File: src/rtl/prog_sequencer.sv
// Programmable instruction sequencer: selects one of NPROG start addresses, fetches
// over a variable-latency request/valid handshake, executes with stall and branch support.
module prog_sequencer #(
   parameter int AW = 10,
   parameter int IW = 9,
   parameter int NPROG = 4,
   parameter int STRIDE = 256,
   parameter int CW = 16,
   parameter logic [IW-1:0] HALT = '0,
   localparam int PSW = (NPROG > 1) ? $clog2(NPROG) : 1
) (
   input  logic           Clk,
   input  logic           Reset,
   input  logic           Start,
   input  logic [PSW-1:0] ProgSel,
   output logic           InstReq,
   output logic [AW-1:0]  InstAddr,
   input  logic           InstValid,
   input  logic [IW-1:0]  InstData,
   output logic [IW-1:0]  Instruction,
   output logic           Exec,
   input  logic           Stall,
   input  logic           BranchEn,
   input  logic           BranchTaken,
   input  logic           BranchAbs,
   input  logic [AW-1:0]  Target,
   output logic           Ack,
   output logic [CW-1:0]  CycleCt,
   output logic [CW-1:0]  InstrCt
);

   localparam logic [2:0] S_IDLE  = 3'd0;
   localparam logic [2:0] S_FETCH = 3'd1;
   localparam logic [2:0] S_WAIT  = 3'd2;
   localparam logic [2:0] S_EXEC  = 3'd3;
   localparam logic [2:0] S_DONE  = 3'd4;

   logic [2:0]    state;
   logic [AW-1:0] pc;
   logic [AW-1:0] start_pc;
   logic [AW-1:0] next_pc;
   logic [IW-1:0] instr_reg;
   logic [CW-1:0] cycle_ct;
   logic [CW-1:0] instr_ct;
   logic          is_halt;

   // Truncating both operands to AW bits keeps the product congruent mod 2^AW.
   assign start_pc = AW'(ProgSel) * AW'(STRIDE);
   assign is_halt  = (instr_reg == HALT);

   always_comb begin
      next_pc = pc + AW'(1);
      if (BranchEn && BranchTaken) begin
         if (BranchAbs) begin
            next_pc = Target;
         end else begin
            next_pc = pc + Target;
         end
      end
   end

   // Start overrides every other transition; counters saturate at all-ones.
   always_ff @(posedge Clk or posedge Reset) begin
      if (Reset) begin
         state     <= S_IDLE;
         pc        <= '0;
         instr_reg <= '0;
         cycle_ct  <= '0;
         instr_ct  <= '0;
      end else if (Start) begin
         state    <= S_FETCH;
         pc       <= start_pc;
         cycle_ct <= '0;
         instr_ct <= '0;
      end else begin
         case (state)
            S_FETCH: begin
               state <= S_WAIT;
               if (cycle_ct != '1) cycle_ct <= cycle_ct + CW'(1);
            end
            S_WAIT: begin
               if (cycle_ct != '1) cycle_ct <= cycle_ct + CW'(1);
               if (InstValid) begin
                  instr_reg <= InstData;
                  state     <= S_EXEC;
               end
            end
            S_EXEC: begin
               if (cycle_ct != '1) cycle_ct <= cycle_ct + CW'(1);
               if (is_halt) begin
                  state <= S_DONE;
               end else if (!Stall) begin
                  state <= S_FETCH;
                  pc    <= next_pc;
                  if (instr_ct != '1) instr_ct <= instr_ct + CW'(1);
               end
            end
            S_IDLE, S_DONE: begin
               state <= state;
            end
            default: begin
               state <= S_IDLE;
            end
         endcase
      end
   end

   assign InstReq     = (state == S_FETCH);
   assign Exec        = (state == S_EXEC);
   assign Ack         = (state == S_DONE);
   assign InstAddr    = pc;
   assign Instruction = instr_reg;
   assign CycleCt     = cycle_ct;
   assign InstrCt     = instr_ct;

endmodule

File: config.mk
export PLATFORM = sky130hd
export DESIGN_NAME = prog_sequencer
export DESIGN_NICKNAME = d
export VERILOG_FILES = /design/src/rtl/prog_sequencer.sv
export SDC_FILE = /design/constraint.sdc
export NUM_CORES = 1
export LEC_CHECK = 0
export BUFFER_PORTS_ARGS = -buffer_cell sky130_fd_sc_hd__buf_2
export CAP_MARGIN = 20
export CORE_MARGIN = 2
export CORE_UTILIZATION = 51
export CTS_CLUSTER_SIZE = 25
export DETAILED_ROUTE_END_ITERATION = 7
export GPL_ROUTABILITY_DRIVEN = 0
export HOLD_SLACK_MARGIN = 0.05
export PLACE_DENSITY_LB_ADDON = 0.05
export SLEW_MARGIN = 20
export SYNTH_ARGS = -nofsm -noshare
export SYNTH_HDL_FRONTEND = slang
export SYNTH_SLANG_ARGS = --single-unit
File: constraint.sdc
create_clock -name Clk -period 2.35 [get_ports Clk]
set_input_delay 0.1175 -clock Clk [delete_from_list [all_inputs] [get_ports Clk]]
set_output_delay 0.1175 -clock Clk [all_outputs]
set_load 0.01 [all_outputs]
== Word-level counts from Yosys, hierarchy flattened ==
Cells that the tools add are included.

* Add/subtract/negate cells: 4
* Multipliers: 0
* Divide/modulo/power cells: 0
* Order comparisons: 0
* Equal/unequal tests: 11
* Shift operators: 0
* Multiplexer cells: 19
* Bitwise logic cells: 1
* Reductions and logical operators: 14

{| class="wikitable"
|+ Operators by type and width
! cell !! number
|-
| 16-bit two-way mux || 8
|-
| 10-bit two-way mux || 6
|-
| 16-bit by 1-bit adder with 16-bit output (second input constant) || 2
|-
| 16-bit inequality test (second input constant) || 2
|-
| 3-bit two-way mux || 4
|-
| 3-bit case mux with 4 select lines || 1
|-
| 10-bit by 1-bit adder with 10-bit output (second input constant) || 1
|-
| 10-bit adder || 1
|-
| 9-bit zero test || 1
|-
| 3-bit AND reduction || 3
|-
| 2-bit nonzero test || 4
|-
| 3-bit by 2-bit equality test with 1-bit output (second input constant) || 2
|-
| 2-bit inequality test (second input constant) || 3
|-
| 4-bit by 3-bit inequality test with 1-bit output (second input constant) || 1
|-
| 4-bit AND reduction || 1
|-
| 3-bit by 1-bit equality test with 1-bit output (second input constant) || 1
|-
| 3-bit equality test (second input constant) || 1
|-
| 3-bit zero test || 1
|-
| 3-bit inequality test (second input constant) || 1
|-
| 3-bit OR reduction || 1
|-
| 2-bit AND reduction || 1
|-
| 2-bit OR reduction || 1
|-
| 1-bit logical AND || 1
|-
| 1-bit NOT || 1
|}

* Register bits after elaboration: 54
* Latch bits: 0
* RAM bits: 0
* Memory bits (read-only): 0
* Bits of input ports: 29
* Memories kept: 0

== Depth between registers and ports, before layout ==
* Depth after elaboration: 7
* Gate-level depth with buffers: 9

== Worst setup path before layout ==
No wires, ideal clock.

* Path kind: flip-flop to flip-flop
* Start: reg pc[0] (netlist: InstAddr[0])
* End: reg pc[8] (netlist: InstAddr[8])
* Library setup time: 123 ps
* Arrival: 2105 ps
* Data required time: 2227 ps
* Slack: 122 ps
* Stages on the path, launching flop included: 10
* Buffers on the path: 0
* Period minus slack after synthesis: 2228 ps
* Cells stage by stage: dfrtp_1 ha_1 inv_1 fa_1 nor2b_1 o211ai_1 a31oi_1 nor2_1 a311o_1 o221a_2

* Longest elaborated chain between the ends: 7
* Elaborated cells between the ends (all ways): 8
* Those cells by class: add/sub: 2; mux: 6

{| class="wikitable"
|+ RTL lines
! what !! RTL line !! text
|-
| from (decl) || 39 || <nowiki>logic [AW-1:0] pc;</nowiki>
|-
| from (signal assigned) || 72 || <nowiki>pc <= start_pc;</nowiki>
|-
| from (signal assigned) || 94 || <nowiki>pc <= next_pc;</nowiki>
|-
| 10-bit adder || 57 || <nowiki>next_pc = pc + Target;</nowiki>
|-
| 10-bit two-way mux || 54 || <nowiki>if (BranchAbs) begin</nowiki>
|-
| 10-bit two-way mux * || 53 || <nowiki>if (BranchEn && BranchTaken) begin</nowiki>
|-
| 10-bit two-way mux * || 92 || <nowiki>end else if (!Stall) begin</nowiki>
|-
| 10-bit two-way mux * || 90 || <nowiki>if (is_halt) begin</nowiki>
|-
| 10-bit two-way mux * || 76 || <nowiki>case (state)</nowiki>
|-
| 10-bit two-way mux * || 70 || <nowiki>end else if (Start) begin</nowiki>
|}

Every way passes the cells marked *; elsewhere a longest branch is shown, timed or not. The select of a mux whose other input is x is not followed.
A chain may end at the register's enable or synchronous reset.

== Worst setup path in the final report ==
Ends and elaborated chain as after synthesis.

==> results.toml <==
[synthesis]
yosysWarnings = 0
synth-seq-cells = 54
ys_seq_area_frac = 0.403
synthTopCellsByCount = "54 x dfrtp_1, 48 x nor2_1, 34 x nand2_1, 21 x a21oi_1, 21 x xnor2_1"
synth_most_common_cell = "dfrtp_1"
syn_avg_cell_area_sq_um = 9.07
ys.flop_type = "dfrtp_1"
synth.area.top_cells = "dfrtp_1 40%, xnor2_1 5.5%, nor2_1 5.4%, ha_1 4.5%, nand2_1 3.8%"
async_flop_share = 1.00
netlist_area_sq_um = 3360
synth_cells = 370
synth_edf_count = 0
netlist.area_leader.share = 0.403
syn_nets = 412
yosysUniqueCellTypes = 55
synth_top_cell_by_area = "dfrtp_1"

[sta]
fin_skew_ps = 12.5
fin_ws_ps = 170
min_period_ps = 2180
hold_ws_ps = 90.7
tightest_slew_ps = 617
setup_tns_ps = 0
setup_viol = 0
hold_viol = 0
period_share = 0.928
maxSlewViolCount = 0
maxSlewHeadroom = 0.588
fmax_ghz = 0.459
rsz0062_at_grt = "no"

[pwr]
vdd_ir_drop_max_uv = 715
p_leak_nw = 1.89
cellPowerDensity_nw_per_um2 = 594

[finish]
regArea_sq_um = 1350
nNetsFinal = 513
area_growth_pct = 23.6
n_antenna_cell = 0
multiInputGateArea_sq_um = 1900
fillers = 562
drive_above_1_share = 0.280

[routing]
dr.pass1.iters = 4
drt.antenna.violating_nets = 0
initialDrtViolationCount = 185
via_count = 3089
avgViaCountPerCell = 5.63
drt-total-wl_mm = 8.21
avgRoutedWirePerCell_um = 14.9
post-route-drc-count = 0

[cts]
cts_buffer_depth = 2
post_cts_buffers = 0
clk_pin_slew_ps = 110
clock-sinks = 54
numCtsBuffers = 5
cts_tree = "done"
ctsHtreeMaxLevel = 2
clk-insertion-delay-late_ps = 320
root_buffer = "clkbuf_8"

[grt]
grt_pass1_vias = 2933
grt_pass1_wl_mm = 13.9
grt_max_degree = 29
antenna_found_initial = 0
gr-total-overflow = 0
grtUsageTotal = 0.236

[setup_path]
cp_max_fo = 2
cp.required_ps = 2570
cp_num_buf_inv = 1
critPathTopFamily = "compound AO/OA/AOI/OAI gates"
cp_slowest_cell = "a311o_1"
cp-end-kind = "flip-flop"
cp-start-kind = "flip-flop"
cp.arrival_ps = 2400
r2r_slack_ps = 170
crit_chain = "ha_1 -> inv_1 -> fa_2 -> nor2b_1 -> o211ai_1 -> a31oi_1 -> nor2_1 -> a311o_1 -> o221a_2"
critPathKind = "reg -> reg"
critical-path-max-stage-delay_ps = 370

[outcome]
status = "complete, no violations"

[placement]
io_buffers = 82
dpl.hpwl_mm = 5.92
dp_slack_ps = 118

[die]
die_height_um = 85.1
core-area_sq_um = 6350
rows = 29
dieArea_sq_um = 7240
io_pins = 83
die_w_um = 85.1
start_util = 0.528

[flow_run]
max_cap_viol_count = 0

[worst_hold_path]
hold_path.class = "in -> reg"
[worst reg2reg max path, stage by stage (launching register included)]
cell      delay (ps)
dfrtp_1          360
ha_1             160
inv_1             60
fa_2             350
nor2b_1          160
o211ai_1         120
a31oi_1          180
nor2_1            80
a311o_1          370
o221a_2          250
[sequential cells by signal (all words and copies together), names as in the netlist]
signal and flops:
CycleCt 16, InstAddr 10, InstrCt 16, Instruction 9, state 3
[per-layer routing]
metal	share of wire	routed length (um)	track usage	vias up
li1	-	-	-	1519
met1	0.45	3700	0.329	1444
met2	0.47	3830	0.379	115
met3	0.069	568	0.0457	11
met4	0.013	109	0.0606	0
met5	0	0	0	-
[worst paths after layout]
check | startpoint | endpoint | cells after the start
hold / removal | ProgSel[0] | InstAddr[8] | 2
min in group asynchronous | Reset | InstAddr[4] | 3
setup / recovery | InstAddr[0] | InstAddr[8] | 9
hold reg to reg | InstrCt[1] | InstrCt[1] | 2
max in group asynchronous | Reset | CycleCt[0] | 4
setup reg to reg | InstAddr[0] | InstAddr[8] | 9
[cell families after synthesis]
kind of cell               share of synthesized area
buffers and inverters                         0.0328
muxes                                         0.0392
DFF                                            0.403
xor gates and xnor gates                      0.0861
and+or+nand+nor                                0.246
AOI/OAI and AO/OA                              0.142
adders and majority gates                     0.0507
[area by class of cell]
type	instances	share of cell area
flip-flops and latches	54	0.326
inverters	16	0.0145
multi-input cells	289	0.458
well taps	77	0.0232
repair buffers	105	0.150
clock buffers	5	0.0166
clock inverters	3	0.0118
[per-stage QoR]
stage | area (sq um) | total power, mW | utilization | instances
3_3_place_gp | 3920 | 1.78 | 0.618 | 531
3_5_place_dp | 3920 | 1.80 | 0.618 | 531
4_1_cts | 4140 | 2.48 | 0.652 | 549
6_report | 4150 | 2.46 | 0.653 | 549
2_1_floorplan | 3360 | 1.56 | - | 370
5_1_grt | 4150 | 2.60 | 0.653 | 549
[cells in the final DEF, fill, tap and decap left out, types with 3 or more instances in the layout]
cell	n
mux2i_1	3
nor4_1	7
ha_1	12
nand3_1	17
mux2_2	9
and2_1	5
and3_1	3
a31oi_1	3
nand4_1	8
inv_1	15
nor3_1	13
buf_4	12
dlygate4sd3_1	10
o21ai_0	16
dfrtp_1	53
nor3b_1	4
nor2_1	48
xor2_1	12
o21a_1	3
buf_2	82
xnor2_1	21
nand2_1	34
and4_1	3
o211ai_1	4
nor3_2	4
or3_1	3
a311o_1	3
a21oi_1	20
clkbuf_8	5
[power by group]
group          switching (mW)  internal, mW  total, mW
registers               0.131          1.04       1.17
logic                   0.330         0.295      0.625
clock network           0.345         0.325      0.671
[repair_timing]
| action | 4_1_cts | 5_1_grt |
|---|---|---|
| hold buffers | 10 | 0 |
| resized for setup | 0 | 4 |
| endpoints found under the hold margin | 35 | 0 |
| setup endpoints to repair | 0 | 3 |
No activity file was read; power rests on OpenSTA's default activity.
